## config.mk

```make
export PLATFORM = sky130hd
export DESIGN_NAME = ibuf_offset_cal
export DESIGN_NICKNAME = d
export VERILOG_FILES = /design/src/rtl/ibuf_offset_cal.sv
export SDC_FILE = /design/constraint.sdc
export NUM_CORES = 1
export LEC_CHECK = 0
export ABC_AREA = 1
export BUFFER_PORTS_ARGS = -buffer_cell sky130_fd_sc_hd__buf_2
export CAP_MARGIN = 20
export CELL_PAD_IN_SITES_DETAIL_PLACEMENT = 1
export CELL_PAD_IN_SITES_GLOBAL_PLACEMENT = 2
export CORE_MARGIN = 5
export CORE_UTILIZATION = 33
export CTS_CLUSTER_DIAMETER = 100
export DETAILED_ROUTE_END_ITERATION = 8
export PLACE_DENSITY = 0.75
export REMOVE_ABC_BUFFERS = 1
export SLEW_MARGIN = 10
export SYNTH_ARGS = -nofsm -noshare
export SYNTH_HDL_FRONTEND = slang
export SYNTH_SLANG_ARGS = --single-unit
export TNS_END_PERCENT = 10
```

## constraint.sdc

```tcl
create_clock -name clk -period 1.9 [get_ports clk]
set_clock_uncertainty 0.1 [all_clocks]
set_input_delay 0.285 -clock clk [delete_from_list [all_inputs] [get_ports clk]]
set_output_delay 0.285 -clock clk [all_outputs]
set_load 0.01 [all_outputs]
```

## src/rtl/ibuf_offset_cal.sv

```systemverilog
// Offset-trim calibration controller for a differential input buffer.
// It sweeps the trim code from -7 to +7 and keeps the first code at which the shorted-input output reads 1.
module ibuf_offset_cal #(
    parameter int SETTLE_CYCLES = 8,
    parameter int SAMPLE_COUNT  = 16
) (
    input  logic       clk,
    input  logic       rst,
    input  logic       start,
    input  logic       buf_o,
    output logic [3:0] osc,
    output logic [1:0] osc_en,
    output logic       busy,
    output logic       done,
    output logic       cal_ok,
    output logic [3:0] cal_code
);

    localparam int ONES_W  = $clog2(SAMPLE_COUNT + 1);
    localparam int CNT_MAX = (SETTLE_CYCLES > SAMPLE_COUNT) ? SETTLE_CYCLES : SAMPLE_COUNT;
    localparam int CNT_W   = $clog2(CNT_MAX + 1);

    typedef enum logic [1:0] {IDLE, SETTLE, SAMPLE, DECIDE} state_t;

    state_t              state, state_n;
    logic [3:0]          k, k_n;
    logic [CNT_W-1:0]    cnt, cnt_n;
    logic [ONES_W-1:0]   ones, ones_n;
    logic [3:0]          osc_n, cal_code_n;
    logic                en, en_n;
    logic                busy_n, done_n, cal_ok_n;
    logic                o_p0, o_p1, o_s;
    logic                r;

    // Sweep index k maps to signed trim v = k-7 in sign-magnitude form.
    function automatic logic [3:0] trim_code(input logic [3:0] idx);
        if (idx >= 4'd7)
            trim_code = {1'b1, 3'(idx - 4'd7)};
        else
            trim_code = {1'b0, 3'(4'd7 - idx)};
    endfunction

    // Stage p0/p1: free-running synchronizer, deliberately outside reset.
    always_ff @(posedge clk) begin
        o_p0 <= buf_o;
        o_p1 <= o_p0;
    end
    assign o_s = o_p1;

    // A tie in the majority vote counts as 0.
    assign r = ({1'b0, ones, 1'b0} > (ONES_W + 2)'(SAMPLE_COUNT));

    // One enable register drives both osc_en bits so they can never disagree.
    assign osc_en = {2{en}};

    always_ff @(posedge clk) begin
        if (rst) begin
            state    <= IDLE;
            k        <= '0;
            cnt      <= '0;
            ones     <= '0;
            osc      <= 4'b0000;
            en       <= 1'b0;
            busy     <= 1'b0;
            done     <= 1'b0;
            cal_ok   <= 1'b0;
            cal_code <= 4'b0000;
        end else begin
            state    <= state_n;
            k        <= k_n;
            cnt      <= cnt_n;
            ones     <= ones_n;
            osc      <= osc_n;
            en       <= en_n;
            busy     <= busy_n;
            done     <= done_n;
            cal_ok   <= cal_ok_n;
            cal_code <= cal_code_n;
        end
    end

    always_comb begin
        state_n    = state;
        k_n        = k;
        cnt_n      = cnt;
        ones_n     = ones;
        osc_n      = osc;
        en_n       = en;
        busy_n     = busy;
        done_n     = 1'b0;
        cal_ok_n   = cal_ok;
        cal_code_n = cal_code;
        case (state)
            IDLE: begin
                if (start) begin
                    k_n     = 4'd0;
                    cnt_n   = '0;
                    ones_n  = '0;
                    osc_n   = trim_code(4'd0);
                    en_n    = 1'b1;
                    busy_n  = 1'b1;
                    state_n = SETTLE;
                end
            end
            SETTLE: begin
                if (cnt == CNT_W'(SETTLE_CYCLES - 1)) begin
                    cnt_n   = '0;
                    state_n = SAMPLE;
                end else begin
                    cnt_n = cnt + 1'b1;
                end
            end
            SAMPLE: begin
                ones_n = ones + ONES_W'(o_s);
                if (cnt == CNT_W'(SAMPLE_COUNT - 1)) begin
                    cnt_n   = '0;
                    state_n = DECIDE;
                end else begin
                    cnt_n = cnt + 1'b1;
                end
            end
            DECIDE: begin
                if (r || k == 4'd14) begin
                    en_n     = 1'b0;
                    busy_n   = 1'b0;
                    done_n   = 1'b1;
                    state_n  = IDLE;
                    cal_ok_n = r && (k != 4'd0);
                    if (r && k != 4'd0) begin
                        cal_code_n = trim_code(k);
                        osc_n      = trim_code(k);
                    end else begin
                        cal_code_n = 4'b1000;
                        osc_n      = 4'b1000;
                    end
                end else begin
                    k_n     = k + 1'b1;
                    osc_n   = trim_code(k + 1'b1);
                    ones_n  = '0;
                    cnt_n   = '0;
                    state_n = SETTLE;
                end
            end
            default: state_n = IDLE;
        endcase
    end

endmodule
```

==> impl_results.md <==
* Setup crit end: state[0]
* Fin crit share at 90.3%
* Setup crit end kind: register
* Htree depth at 2
* TNS Setup at 0 ns
* Total I/O pin count at 17
* Area of the mapped netlist at 0.00167 mm2
* Worst IR Drop VDD at 0.445 mV
* Final Slew Violations at 0
* WP data arrival at 1.76 ns
* Slew HR at 71.9%
* Inserted Diodes at 0
* Insertion delay to the later sink of the worst-skew pair at 0.27 ns
* Routed WL per cell at 12.7 um
* Post-synthesis register bit count at 29
* Least-Margin Pin Slew at 0.422 ns
* ANT nets after route at 0
* Synth Instances at 230
* Core Rows at 25
* Synth cell types at 28
* Share of layout cells above drive strength 1 at 18.2%
* Port Buf Inserts at 16
* P&R area growth vs syn at 16.1%
* Chip Height at 81.1 um
* Max Clock Freq at 0.583 GHz
* Top_reg_cell synth: dfxtp_1
* DIE WIDTH at 81.1 um
* HPWL Detailed at 3.18 mm
* RR Endpoint: state[0]
* WL final at 4.05 mm
* Comb power frac at 43.7%
* Drt drc at 0
* Max-cap violations at 0
* Clock share of power at 22.0%
* Total Routing Usage GR at 13.7%
* Min-Delay Path Class: reg2reg
* Minimum clock period at 1.72 ns
* Worst r2r src: cnt[1]
* Vias in the first global route at 1517
* Mapped Avg Cell Area at 7.26 um2
* Final Hold Vio Count at 0
* Vias at 1470
* Post-synthesis async set-or-reset flop share at 0%
* CTS buffer count at 5
* Routed vias/inst at 4.59
* GPL Wtd Cong at 0.755
* Status: complete, no violations
* Power density over the cells at 1170 mW/mm2
* Core footprint at 0.00482 mm2
* CTS tree: done
* Static Leak at 0.902 nW
* GR Overflow Total at 0
* Fillers at 647
* First-pass GRT wire length at 6.99 mm
* Register area at 582 um2
* Switching part of the total at 40.4%
* Die area at 0.00658 mm2
* Worst hold margin at 0.227 ns
* Worst r2r path cells at 11
* Most frequent cells in the layout: nand2_1 (47), inv_1 (32), dfxtp_1 (28), nor2_1 (21), a21oi_1 (20)
* Layout Utilization at 40.3%
* Startpoint types: register
* Crit-path max FO at 3
* # clock sinks at 29
* Antenna violations before repair at 0
* WS Path Type: reg2reg
* Reg power frac at 34.3%
* Initial Utilization at 34.7%
* Number of synthesized flops with an enable pin at 0
* Crit. Startpoint: cnt[1]
* Warning count from the yosys run at 0
* Sw power at 0.917 mW
* Pint at 1.35 mW
* Req. time, crit path at 1.95 ns
* Sequential area share after synthesis at 34.8%
* Commonest non-fill, non-tap cell in the layout: nand2_1
* Total Nets Final at 270
* Final setup fails at 0
* Reg clk slew, reported paths at 0.06 ns
* Maximum clock insertion buffer count at 2
* Area of the multi-input gates at 933 um2
* Starting DRT DRC Count at 26
* Largest net degree at the start of global routing at 14
* Clock Tree Root: clkbuf_8
* First drt pass iteration count at 4
* FF-to-FF setup slack at 0.18 ns
==> worst min-delay path by stage <==
stage                     startpoint    to  slack [ns]  cells past startpoint
after floorplan                 o_p0  o_p1        0.21                      0
after global placement          o_p0  o_p1        0.21                      0
after detailed placement        o_p0  o_p1        0.22                      0
after CTS                      buf_o  o_p0      0.0008                      1
after global routing            o_p0  o_p1        0.25                      0
final                           o_p0  o_p1        0.23                      0
==> cell families (layout without fill, tap and decap cells) <==
logic type                 after synthesis  after routing  share of synthesized area, %
AOI/OAI and AO/OA                       45             45                          14.5
xor gates and xnor gates                 6              6                          3.15
adders and majority gates               13             13                          9.74
buffers and inverters                   41             64                          9.81
DFF                                     29             29                          34.8
and+or+nand+nor                         96             96                          28.0
==> area by class of cell <==
type	instances	area share, %
clock buffers	7	4.45
inverters	37	7.29
multi-input cells	160	48.1
flip-flops and latches	29	30.0
well taps	67	4.32
repair buffers	20	5.81
==> cell usage after synthesis (2+ instances only) <==
| cell type | number | area [um2] |
|---|---|---|
| a21oi_1 | 20 | 100 |
| nor2_1 | 23 | 86.3 |
| nand2_1 | 47 | 176 |
| clkbuf_1 | 2 | 7.51 |
| buf_4 | 2 | 15.0 |
| nor2_2 | 3 | 18.8 |
| inv_2 | 3 | 11.3 |
| xnor2_1 | 2 | 17.5 |
| nand3_1 | 12 | 60.1 |
| ha_1 | 13 | 163 |
| o21ai_0 | 19 | 95.1 |
| nand2_4 | 3 | 33.8 |
| inv_1 | 33 | 124 |
| xor2_1 | 4 | 35.0 |
| dfxtp_1 | 29 | 581 |
| nand4_1 | 3 | 18.8 |
==> critical path: stages, from the launching register on <==
cell and delay (ns):
dfxtp_1 0.36, ha_2 0.21, nand2_1 0.09, nor2_2 0.14, ha_1 0.15, nor2_1 0.05, inv_1 0.05, nand2_1 0.06
inv_2 0.08, nand2_1 0.08, o21ai_1 0.14, a21oi_1 0.08
==> repair_timing <==
item                                   CTS  global route
hold buffers                             0             1
setup endpoints to repair                0             5
buffers inserted                         0             1
resized for setup                        0             7
endpoints found under the hold margin    0             1
==> through the flow <==
step           worst slack [ns]  area (um2)  power (mW)  cells
3_3_place_gp              0.112        1830        1.77    311
5_1_grt                 -0.0192        1940        2.48    320
6_report                  0.185        1940        2.27    320
2_1_floorplan             0.253        1650        1.49    226
4_1_cts                  0.0629        1910        2.29    318
3_5_place_dp              0.102        1830        1.77    311
==> sequential cells by signal, indices dropped and copies added, names as in the netlist <==
register	flops
cnt	5
ones	5
cal_code	4
k	4
osc	4
state	2
cal_ok	1
done	1
en	1
o_p0	1
o_p1	1
==> layer usage <==
metal  track usage (%)  part of all wire [%]  vias to the layer above
li1                  -                     -                      775
met1              18.1                    52                      669
met2              21.5                    43                       24
met3              3.77                   4.2                        2
met4              4.39                  0.59                        0
met5                 0                     0                        -
==> power by group through the flow <==
stage	clock network [mW]	registers, mW	logic [mW]
floorplan	0	0.807	0.680
global placement	0	0.787	0.980
detailed placement	0	0.790	0.984
CTS	0.525	0.777	0.988
global route	0.553	0.791	1.13
finish	0.499	0.778	0.991
Note: power is estimated with default switching activity, not from simulation.
